==> src/rtl/mole_game_core.sv <==
// mole_game_core: whack-a-mole round controller with LFSR mole placement, saturating BCD score and BCD countdown
module mole_game_core #(
  parameter int          N_HOLES      = 16,
  parameter int          TICK_DIV     = 50000000,
  parameter int          MOLE_LIFE    = 25000000,
  parameter int          GAME_SECS    = 30,
  parameter int          SCORE_DIGITS = 2,
  parameter logic [15:0] LFSR_SEED    = 16'hACE1
) (
  input  logic                      i_clk,
  input  logic                      i_rst_n,
  input  logic                      i_start,
  input  logic                      i_key_valid,
  input  logic [3:0]                i_key_code,
  output logic [1:0]                o_state,
  output logic                      o_mole_valid,
  output logic [3:0]                o_mole_pos,
  output logic [4*SCORE_DIGITS-1:0] o_score,
  output logic [7:0]                o_time_bcd,
  output logic                      o_hit,
  output logic                      o_miss,
  output logic                      o_game_over
);
  typedef enum logic [1:0] {IDLE = 2'b00, PLAY = 2'b01, OVER = 2'b10} state_t;
  localparam int SW = 4 * SCORE_DIGITS;
  localparam int TW = $clog2(TICK_DIV);
  localparam int LW = $clog2(MOLE_LIFE);
  localparam logic [7:0]    SECS_BCD  = {4'(GAME_SECS / 10), 4'(GAME_SECS % 10)};
  localparam logic [4:0]    NH        = 5'(N_HOLES);
  localparam logic [TW-1:0] TICK_LAST = TW'(TICK_DIV - 1);
  localparam logic [LW-1:0] LIFE_LAST = LW'(MOLE_LIFE - 1);

  state_t          state_q, state_d;
  logic            mole_valid_q, mole_valid_d;
  logic [3:0]      mole_pos_q, mole_pos_d;
  logic [SW-1:0]   score_q, score_d, score_inc;
  logic [7:0]      time_q, time_d, time_dec;
  logic            hit_q, hit_d, miss_q, miss_d;
  logic [15:0]     lfsr_q, lfsr_d;
  logic [TW-1:0]   tick_q, tick_d;
  logic [LW-1:0]   life_q, life_d;
  logic [4:0]      cand, cand_p1;
  logic [3:0]      spawn_pos;
  logic            carry, start_go, hit, expire, tick_end, final_tick, spawn;

  assign cand       = {1'b0, lfsr_q[3:0]} % NH;
  assign cand_p1    = cand + 5'd1;
  assign spawn_pos  = (cand[3:0] != mole_pos_q) ? cand[3:0] : (cand_p1 == NH) ? 4'd0 : cand_p1[3:0];
  assign time_dec   = (time_q[3:0] == 4'd0) ? {time_q[7:4] - 4'd1, 4'd9} : {time_q[7:4], time_q[3:0] - 4'd1};
  assign start_go   = (state_q != PLAY) && i_start;
  assign hit        = (state_q == PLAY) && i_key_valid && mole_valid_q && (i_key_code == mole_pos_q);
  assign expire     = (state_q == PLAY) && mole_valid_q && (life_q == LIFE_LAST);
  assign tick_end   = (state_q == PLAY) && (tick_q == TICK_LAST);
  assign final_tick = tick_end && (time_q == 8'h01);
  assign spawn      = start_go || ((state_q == PLAY) && !mole_valid_q && !final_tick);

  // BCD increment with ripple carry; an all-nines score holds instead of wrapping
  always_comb begin
    score_inc = score_q;
    carry     = 1'b1;
    for (int i = 0; i < SCORE_DIGITS; i++) begin
      if (carry) begin
        if (score_q[4*i+:4] == 4'd9) score_inc[4*i+:4] = 4'd0;
        else begin
          score_inc[4*i+:4] = score_q[4*i+:4] + 4'd1;
          carry             = 1'b0;
        end
      end
    end
    if (carry) score_inc = score_q;
  end

  // next-state: round sequencing, hit/expiry resolution (hit wins), timer and spawning
  always_comb begin
    state_d      = state_q;
    mole_valid_d = mole_valid_q;
    mole_pos_d   = mole_pos_q;
    score_d      = score_q;
    time_d       = time_q;
    tick_d       = tick_q;
    life_d       = life_q;
    hit_d        = 1'b0;
    miss_d       = 1'b0;
    lfsr_d       = (lfsr_q >> 1) ^ (lfsr_q[0] ? 16'hB400 : 16'h0000);
    if (start_go) begin
      state_d = PLAY;
      score_d = '0;
      time_d  = SECS_BCD;
      tick_d  = '0;
    end else if (state_q == PLAY) begin
      tick_d = tick_end ? '0 : tick_q + 1'b1;
      if (tick_end) time_d = time_dec;
      if (hit) begin
        hit_d        = 1'b1;
        score_d      = score_inc;
        mole_valid_d = 1'b0;
      end else if (expire) begin
        miss_d       = 1'b1;
        mole_valid_d = 1'b0;
      end else if (mole_valid_q) life_d = life_q + 1'b1;
      if (final_tick) begin
        state_d      = OVER;
        mole_valid_d = 1'b0;
      end
    end
    if (spawn) begin
      mole_valid_d = 1'b1;
      mole_pos_d   = spawn_pos;
      life_d       = '0;
    end
  end

  // state registers with asynchronous active-low reset
  always_ff @(posedge i_clk or negedge i_rst_n) begin
    if (!i_rst_n) begin
      state_q      <= IDLE;
      mole_valid_q <= 1'b0;
      mole_pos_q   <= 4'd0;
      score_q      <= '0;
      time_q       <= SECS_BCD;
      tick_q       <= '0;
      life_q       <= '0;
      hit_q        <= 1'b0;
      miss_q       <= 1'b0;
      lfsr_q       <= LFSR_SEED;
    end else begin
      state_q      <= state_d;
      mole_valid_q <= mole_valid_d;
      mole_pos_q   <= mole_pos_d;
      score_q      <= score_d;
      time_q       <= time_d;
      tick_q       <= tick_d;
      life_q       <= life_d;
      hit_q        <= hit_d;
      miss_q       <= miss_d;
      lfsr_q       <= lfsr_d;
    end
  end

  assign o_state      = state_q;
  assign o_mole_valid = mole_valid_q;
  assign o_mole_pos   = mole_pos_q;
  assign o_score      = score_q;
  assign o_time_bcd   = time_q;
  assign o_hit        = hit_q;
  assign o_miss       = miss_q;
  assign o_game_over  = (state_q == OVER);
endmodule

==> config.mk <==
export PLATFORM = sky130hd
export DESIGN_NAME = mole_game_core
export DESIGN_NICKNAME = d
export VERILOG_FILES = /design/src/rtl/mole_game_core.sv
export SDC_FILE = /design/constraint.sdc
export NUM_CORES = 1
export LEC_CHECK = 0
export CAP_MARGIN = 5
export CORE_MARGIN = 3
export CORE_UTILIZATION = 30
export DETAILED_ROUTE_END_ITERATION = 10
export PLACE_DENSITY = 0.45
export SLEW_MARGIN = 15
export SYNTH_ARGS = -nofsm -noshare
export SYNTH_HDL_FRONTEND = slang
export SYNTH_SLANG_ARGS = --single-unit
==> constraint.sdc <==
create_clock -name i_clk -period 2.3 [get_ports i_clk]
set_input_delay 0.46 -clock i_clk [delete_from_list [all_inputs] [get_ports i_clk]]
set_output_delay 0.46 -clock i_clk [all_outputs]
set_load 0.02 [all_outputs]
==> summary.md, run 1 <==
| Metric | Value |
|---|---|
| Run status | `completed` |
| Leak | `2.47 nW` |
| Non-Filler Instances | `785` |
| Die Span X | `132 um` |
| Mapped Avg Cell Area | `9.34 um^2` |
| # IOs | `34` |
| Via count | `3907` |
| Minimum clock period | `2.22 ns` |
| Post-synthesis simple-gate area fraction | `25.3%` |
| Worst Path Max Fanout | `11` |
| Post-layout power | `~4.4 mW` |
| Syn_nets | `526` |
| Peak VDD IR | `roughly 0.42 mV` |
| RSZ-0062 raised after global routing | `false` |
| Asr flop ratio synth | `100%` |
| Final Wtd Congestion | `between 0.7 and 0.8` |
| Core area | `15300 um^2` |
| Port buffer count | `33` |
| Setup bufs post-CTS | `0` |
| Worst setup path class | `in -> reg` |
| CTS root buffer | `clkbuf_16` |
| Yosys reg bits | `92` |
| Die ar. | `17300 um^2` |
| Tcrit/Tclk final | `between 90 and 100%` |
| CTS Buf Count | `9` |
| Wire length per cell | `about 15 um` |
| Most common cell after layout, fill and taps aside | `dfrtp_1` |
| Pwr/cell area | `747 nW/um^2` |
| Fill cell count | `around 1600` |
| Die Y-Extent | `132 um` |
| Sequential Area | `2310 um^2` |
| Critical Path RT | `about 2.6 ns` |
| Starting Density | `30.9%` |
| Clk_skew | `approximately 0.0085 ns` |
| Yosys warning count | `0` |
| Commonest cells after routing, fill and taps aside | `82 x dfrtp_1, 49 x nor2_1, 41 x nand2_1` |
| Critical Path End Type | `flop` |
| Unique cell type count in the Yosys netlist | `50` |
| # setup viols final | `0` |
| Worst hold-check path type | `in -> async` |
| CTS tree | `built` |
| Inst Count DP | `slightly below 800` |
| Synth Area in Adders | `around 3.2%` |
| Gr usage total | `13.8%` |
| Area Growth Syn to Fin | `24.8%` |
| CP arrival | `around 2.5 ns` |
| Post-route cell area | `5900 um^2` |
| Antenna viol nets, final | `0` |
| Drt pass-1 iters | `4` |
| Initial antenna violation count | `0` |
| Post-cts sizing count | `0` |
| Ys flop type | `dfrtp_1` |
| CTS Hold Bufs | `0` |
| DRT iter0 DRCs | `265` |
| Mux contribution to synthesized area | `0.635%` |
| Compound-Gate Fraction of Synth Area | `11.6%` |
| Max_slew headroom | `64.6%` |
| Clock Pin Slew Worst Setup and Hold Paths | `0.07 ns` |
| Largest family of logic cells by synthesized area | `simple AND/OR/NAND/NOR gates` |
| Register area share after synthesis | `around half` |
| Final slew viol count | `0` |
| Area taken by multi-input logic gates | `2310 um^2` |
| Layout net count | `589` |
| Fmax | `450 MHz` |
| Synth Area in XOR/XNOR | `7.41%` |
| Clock Sinks | `92` |
| Final wirelength | `around 12 mm` |
| Drt drc | `0` |
| Mapped cell area | `4730 um^2` |
| Worst Max-Slew Pin Slew | `~0.53 ns` |
| Post-synth EDFFs | `0` |
| Cells after Synth | `506` |
| First-pass GRT wire length | `19.7 mm` |
| Vias in the first global route | `about 3900` |
| Clk_lat worst skew | `0.35 ns` |
| Row count | `45` |
| Dpl cell area | `5590 um^2` |
| Startpoint types | `input port` |
| Antenna Cells | `0` |
| Post-DP HPWL | `8.22 mm` |
| Pin count of the biggest net entering global routing | `37` |
| GRT overflow | `0` |
| Vias per inst | `4.98` |
| Final Hold Viols | `0` |
| Clock tree buffer depth | `2` |
| CTS H-tree depth | `3` |
| Share of cells above drive strength 1 | `13.6%` |
| Max-cap violations | `0` |
critical path: stages:
cell and delay, ns:
clkdlybuf4s50_1 0.41, xor2_1 0.13, or4_1 0.55, or2_4 0.29, buf_12 0.15, or3_1 0.36
a21oi_2 0.14
sequential cells by signal (all words and copies together) (netlist names):
register      cells
tick_q           26
lfsr_q           16
o_mole_pos        4
o_miss            1
o_mole_valid      1
o_score           8
o_time_bcd        8
life_q           25
o_hit             1
o_state           2
area by class of cell:
class	instances	area share, %
Multi-Input combinational cell	382	39.1
Clock buffer	10	4.05
Clock inverter	6	0.848
Timing Repair Buffer	72	11.6
Sequential cell	92	39.2
Inverter	12	0.763
Tap cell	211	4.47
kinds of logic after synthesis:
kind of cell / after synthesis
AND/OR/NAND/NOR: 230
AO/OA/AOI/OAI: 97
flip-flops: 92
XOR/XNOR: 40
buffers and inverters: 32
adder cells (fa/ha/maj): 12
multiplexers: 3
final timing paths:
path	from	endpoint	depth (start not counted)	slack [ns]
max	i_key_code[1]	o_score[1]	7	0.08
min	i_rst_n	life_q[23]	1	0.05
max reg2reg	o_mole_pos[1]	o_score[1]	6	0.19
min reg2reg	lfsr_q[9]	lfsr_q[8]	0	0.35
max in group asynchronous	i_rst_n	o_time_bcd[5]	2	1.62
min in group i_clk	lfsr_q[9]	lfsr_q[8]	0	0.35
per-layer routing:
metal	global-route usage [%]	share of wire (%)	vias to the layer above
met2	21.7	46	56
met1	18.9	50	1897
met4	5.19	1.4	0
met5	0	0	-
li1	-	-	1941
met3	2.49	2.4	13
power by group:
group | switching (mW) | total (mW) | internal [mW]
Sequential | 0.138 | 1.90 | 1.76
Clock | 0.668 | 1.44 | 0.770
Combinational | 0.581 | 1.07 | 0.490
metrics by stage:
step / hold slack [ns] / TNS [ns] / worst slack [ns] / util, %
finish: 0.0525 / 0 / 0.0775 / 38.5
floorplan: 0.164 / 0 / 0.151 / -
CTS: 0.0593 / 0 / 0.00655 / 38.4
global placement: 0.338 / -7.19 / -0.337 / 36.5
global route: 0.0822 / 0 / 0.0000870 / 38.5
detailed placement: 0.339 / -7.56 / -0.352 / 36.5
cell usage after synthesis, types with 12 or more instances:
cell type  number  area [um^2]
and3_1         13         81.3
nor3_1         23          115
clkbuf_1       14         52.6
xor2_1         20          175
nor2_1         50          188
a21oi_1        27          135
dfrtp_1        82         2050
ha_1           12          150
nand3_1        32          160
nand2_1        41          154
nand4_1        16          100
o21ai_0        40          200
xnor2_1        20          175
Note: power is estimated with default switching activity, not from simulation.
==> run 2: changes to the inputs <==
--- a/config.mk
+++ b/config.mk
@@ -7,9 +7,10 @@
 export LEC_CHECK = 0
 export CAP_MARGIN = 5
 export CORE_MARGIN = 3
-export CORE_UTILIZATION = 30
+export CORE_UTILIZATION = 59
+export CTS_CLUSTER_SIZE = 28
 export DETAILED_ROUTE_END_ITERATION = 10
-export PLACE_DENSITY = 0.45
+export PLACE_DENSITY = 0.79
 export SLEW_MARGIN = 15
 export SYNTH_ARGS = -nofsm -noshare
 export SYNTH_HDL_FRONTEND = slang
==> constraint.sdc (replaced) <==
create_clock -name i_clk -period 2.12 [get_ports i_clk]
set_input_delay 0.424 -clock i_clk [delete_from_list [all_inputs] [get_ports i_clk]]
set_output_delay 0.424 -clock i_clk [all_outputs]
set_load 0.02 [all_outputs]
==> summary.md, run 2 (synthesis results as in run 1) <==
| Metric | Value |
|---|---|
| Fmax | `between 400 and 500 MHz` |
| Clock Sinks | `92` |
| Max-cap violations | `0` |
| Peak VDD IR | `around 0.50 mV` |
| Vias per inst | `6.06` |
| Switch share | `33.8%` |
| Number of flip-flops in the largest register | `26` |
| Run status | `finished with violations` |
| Top Registers | `tick_q x26, life_q x25, lfsr_q x16` |
| Pint | `2.93 mW` |
| Initial antenna violation count | `0` |
| Area taken by multi-input logic gates | `2370 um^2` |
| Row count | `32` |
| Worst hold-check path type | `reg -> reg` |
| CTS root buffer | `clkbuf_8` |
| Startpoint types | `flop` |
| M1 WL | `~4.7 mm` |
| DRT iter0 DRCs | `~240` |
| Die Span X | `~96 um` |
| CTS tree | `built` |
| Post-Route Utilization | `between 70 and 80%` |
| CTS H-tree depth | `3` |
| Violated checks | `setup timing` |
| WL met2 | `5.54 mm` |
| GRT overflow | `0` |
| Final Wtd Congestion | `0.943` |
| Routed met3 length | `543 um` |
| Sequential Area | `2320 um^2` |
| Tcrit/Tclk final | `100%` |
| Worst Path Max Fanout | `4` |
| Worst setup path class | `reg -> reg` |
| Pin count of the biggest net entering global routing | `47` |
| Commonest cells after routing, fill and taps aside | `80 x dfrtp_1, 48 x nor2_1, 39 x nand2_1` |
| Gr usage total | `25.0%` |
| # setup viols final | `1` |
| Core area | `7770 um^2` |
| Via count | `between 4000 and 5000` |
| Clock tree buffer depth | `2` |
| RSZ-0062 raised after global routing | `true` |
| # IOs | `34` |
| Switching power total | `1.50 mW` |
| Wire length per cell | `16.2 um` |
| Drt drc | `0` |
| Clock Pin Slew Worst Setup and Hold Paths | `approximately 0.1 ns` |
| First-pass GRT wire length | `17.9 mm` |
| Minimum clock period | `around 2.1 ns` |
| Critical Path End Type | `flop` |
| Max_slew headroom | `71.6%` |
| Biggest register | `tick_q` |
| Top sig layer | `met4` |
| Post-DP HPWL | `7.75 mm` |
| Port buffer count | `33` |
| Area Growth Syn to Fin | `21.7%` |
| Worst Max-Slew Pin Slew | `approximately 0.42 ns` |
| Starting Density | `60.9%` |
| Clock network power share | `25.2%` |
| Inst Count DP | `roughly 660` |
| Vias in the first global route | `3924` |
| Antenna viol nets, final | `0` |
| Setup ws final | `-0.00553 ns` |
| Pwr/cell area | `770 nW/um^2` |
| Fill cell count | `~560` |
| CP arrival | `~2.4 ns` |
| Leak | `2.50 nW` |
| Sum Neg Setup Slack | `-0.00553 ns` |
| Non-Filler Instances | `679` |
| Critical Path RT | `2.42 ns` |
| Most common cell after layout, fill and taps aside | `dfrtp_1` |
| Sequential power share | `46.8%` |
| Die ar. | `9120 um^2` |
| Final slew viol count | `0` |
| Antenna Cells | `0` |
| Clk_skew | `0.0115 ns` |
| Power share of the combinational group | `28.0%` |
| Share of cells above drive strength 1 | `16.5%` |
| CTS Buf Count | `9` |
| Final wirelength | `between 10 and 15 mm` |
| Die Y-Extent | `95.5 um` |
| Clk_lat worst skew | `0.37 ns` |
| Final Hold Viols | `0` |
| Drt pass-1 iters | `5` |
| Layout net count | `592` |
[run 2: cell count changes in the layout (fill, tap and decap cells not counted), moves of 3 or more]
cell             delta
clkinv_4            -4
clkbuf_8            +8
inv_6               +3
clkdlybuf4s50_1     -4
clkbuf_16           -9
buf_6               +3
dlymetal6s2s_1      +4
[run 2: critical path: stages, from the launching register on]
cell     delay (ns)
dfrtp_2        0.42
xor2_1         0.14
or4_4          0.53
or2_4          0.30
inv_4          0.09
nand2_4        0.05
or3_4          0.39
a21oi_2        0.14
[run 2: repair_timing]
action	4_1_cts	5_1_grt
setup buffers	0	3
hold buffers	1	0
hold endpoints to repair	26	0
endpoints found under the setup margin	30	55
gates resized for setup	2	30
gates cloned	0	0
pin swaps	5	12
[run 2: per-stage QoR]
stage / total power [mW] / hold slack (ns) / cell area [um^2] / worst slack (ns)
final: 4.43 / 0.358 / 5750 / -0.00553
after floorplan: 2.73 / 0.128 / 4730 / 0.00189
after global routing: 4.68 / 0.370 / 5750 / -0.116
after global placement: 3.20 / 0.335 / 5420 / -0.438
after CTS: 4.38 / 0.362 / 5620 / -0.0126
after detailed placement: 3.25 / 0.339 / 5420 / -0.500
[run 2: final cells by class]
cell class,count,share of cell area (%)
Clock buffer,9,2.15
Tap cell,102,2.22
Inverter,12,0.826
Clock inverter,7,1.00
Sequential cell,92,40.3
Timing Repair Buffer,75,12.2
Multi-Input combinational cell,382,41.3
[run 2: routing by layer]
layer / GRT usage [%] / vias up
met5: 0 / -
met4: 12.3 / 0
met3: 3.55 / 23
met2: 41.5 / 141
met1: 31.9 / 2002
li1: - / 1948
[run 2: worst paths after layout]
path	start	endpoint	slack, ns	cells past startpoint
max reg2reg	o_mole_pos[3]	o_score[2]	-0.006	7
min reg2reg	lfsr_q[8]	lfsr_q[7]	0.36	0
min in group asynchronous	i_rst_n	life_q[23]	0.50	2
min	lfsr_q[8]	lfsr_q[7]	0.36	0
max	o_mole_pos[3]	o_score[2]	-0.006	7
max in group asynchronous	i_rst_n	o_time_bcd[4]	0.97	3
[run 2: power groups by stage]
| stage | clock (mW) | sequential [mW] | combinational [mW] |
|---|---|---|---|
| 2_1_floorplan | 0 | 2.18 | 0.552 |
| 3_3_place_gp | 0 | 2.09 | 1.10 |
| 3_5_place_dp | 0 | 2.10 | 1.15 |
| 4_1_cts | 1.14 | 2.07 | 1.17 |
| 5_1_grt | 1.22 | 2.09 | 1.36 |
| 6_report | 1.11 | 2.07 | 1.24 |
==> run 3: changes to the inputs <==
--- a/config.mk
+++ b/config.mk
@@ -7,10 +7,10 @@
 export LEC_CHECK = 0
 export CAP_MARGIN = 5
 export CORE_MARGIN = 3
-export CORE_UTILIZATION = 59
+export CORE_UTILIZATION = 30
 export CTS_CLUSTER_SIZE = 28
 export DETAILED_ROUTE_END_ITERATION = 10
-export PLACE_DENSITY = 0.79
+export PLACE_DENSITY = 0.45
 export SLEW_MARGIN = 15
 export SYNTH_ARGS = -nofsm -noshare
 export SYNTH_HDL_FRONTEND = slang
==> summary.md, run 3 (synthesis results as in run 1) <==
| Metric | Value |
|---|---|
| Tcrit/Tclk final | `99.0%` |
| Worst reg-to-reg path cell count | `6` |
| Drt pass-1 iters | `6` |
| Via count | `between 3000 and 4000` |
| Reg2reg setup slack | `0.02 ns` |
| Clock Pin Slew Worst Setup and Hold Paths | `0.07 ns` |
| Starting Density | `30.9%` |
| Die Y-Extent | `132 um` |
| Clock Sinks | `about 90` |
| CP Launch Point | `o_mole_pos[3]` |
| Vias per inst | `approximately 5.0` |
| R2R Path End | `o_score[1]` |
| Post-DP HPWL | `8.14 mm` |
| Minimum clock period | `2.10 ns` |
| CTS Buf Count | `9` |
| Run status | `completed` |
| Wire length per cell | `14.5 um` |
| Pre-CTS setup slack | `-0.496 ns` |
| Worst setup path end | `o_score[1]` |
| Pin count of the biggest net entering global routing | `93` |
| Peak VDD IR | `0.408 mV` |
| Gr usage total | `13.9%` |
| Row count | `45` |
| Clock tree buffer depth | `2` |
| Final wirelength | `11.7 mm` |
| Number of flip-flops in the largest register | `26` |
| Setup ws final | `0.0216 ns` |
| Area Growth Syn to Fin | `31.0%` |
| CTS Hold Bufs | `0` |
| Final Hold Viols | `0` |
| Post-Route Utilization | `40.5%` |
| Antenna Cells | `0` |
| Leak | `2.64 nW` |
| Max_slew headroom | `approximately 63%` |
| Commonest cells after routing, fill and taps aside | `80 x dfrtp_1, 54 x buf_4, 47 x nor2_1` |
| CTS H-tree depth | `3` |
| # setup viols final | `0` |
| Die Span X | `between 100 and 150 um` |
| Port buffer count | `33` |
| Worst setup path class | `reg -> reg` |
| Critical Path End Type | `flop` |
| Worst Path Max Fanout | `6` |
| Worst reg2reg startpoint | `o_mole_pos[3]` |
| CTS root buffer | `clkbuf_16` |
| Share of cells above drive strength 1 | `19.5%` |
| Hold WS | `0.0758 ns` |
| Startpoint types | `flop` |
| Final Wtd Congestion | `0.791` |
| Top Registers | `tick_q x26, life_q x25, lfsr_q x16` |
| DRT iter0 DRCs | `201` |
| Final slew viol count | `0` |
| Post-layout power | `5.11 mW` |
| Clk_lat worst skew | `0.35 ns` |
| CTS tree | `built` |
| Fmax | `477 MHz` |
| Non-Filler Instances | `806` |
| Biggest register | `tick_q` |
| CP arrival | `around 2.4 ns` |
| Core area | `15300 um^2` |
| Most common cell after layout, fill and taps aside | `dfrtp_1` |
| Drt drc | `0` |
| RSZ-0062 raised after global routing | `true` |
| Layout net count | `610` |
| Max-cap violations | `0` |
| Vias in the first global route | `3995` |
| First-pass GRT wire length | `~20 mm` |
| Worst hold-check path type | `in -> async` |
| # IOs | `34` |
| Critical Path RT | `2.40 ns` |
| GRT overflow | `0` |
| Antenna viol nets, final | `0` |
| Die ar. | `17300 um^2` |
| Pwr/cell area | `825 nW/um^2` |
| Worst Max-Slew Pin Slew | `0.556 ns` |
| Clk_skew | `between 0.006 and 0.007 ns` |
| Initial antenna violation count | `0` |
| Inst Count DP | `between 700 and 800` |
==> run 3: changes by cell type in the layout (fill, tap and decap cells not counted), sizes merged, moves of 2 or more <==
cell / before / now
dlygate4sd2: 0 / 3
dlymetal6s2s: 4 / 1
inv: 16 / 14
bufinv: 0 / 2
buf: 42 / 60
==> run 3: metal layers <==
layer / track usage (%) / vias up / wire length (um)
met5: 0 / - / 0
met4: 5.31 / 0 / 166
met3: 2.41 / 10 / 309
met2: 21.9 / 41 / 5470
met1: 19.2 / 1961 / 5760
li1: - / 1979 / -
==> run 3: worst min-delay path by stage <==
stage               slack (ns)         end  depth (start not counted)
CTS                       0.14  life_q[24]                          2
global placement          0.34   lfsr_q[8]                          0
detailed placement        0.34   lfsr_q[7]                          0
floorplan                 0.13  lfsr_q[12]                          0
finish                    0.08  life_q[24]                          2
global route              0.17  life_q[23]                          2
==> run 3: power by group <==
group	switching [mW]	leakage [nW]	internal (mW)
Sequential	0.135	1.22	1.92
Clock	0.739	0.156	1.04
Combinational	0.671	1.27	0.610
Total	1.55	2.64	3.57
==> run 3: stage by stage <==
stage / setup TNS, ns / cell area, um^2
floorplan: 0 / 4730
CTS: 0 / 6070
finish: 0 / 6200
global route: -0.156 / 6200
detailed placement: -12.69 / 5710
global placement: -12.28 / 5710
==> run 3: layout make-up <==
type / count / area (um^2)
Fill cell: 1532 / 9120
Multi-Input combinational cell: 382 / 2370
Sequential cell: 92 / 2320
Timing Repair Buffer: 93 / 868
Tap cell: 211 / 264
Clock buffer: 9 / 225
Clock inverter: 7 / 98.8
Inverter: 12 / 47.5
==> run 3: repair_timing <==
item / in CTS / in global routing
pin swaps: 4 / 7
buffers inserted: 0 / 4
setup endpoints to repair: 27 / 51
gates resized for setup: 5 / 23
gates cloned: 1 / 0
==> run 3: critical path, cell delays in order, from the launching register on <==
cell	delay, ns
dfrtp_2	0.41
xor2_1	0.16
or4_4	0.53
or2_4	0.29
buf_12	0.15
or3_4	0.38
a21oi_2	0.12
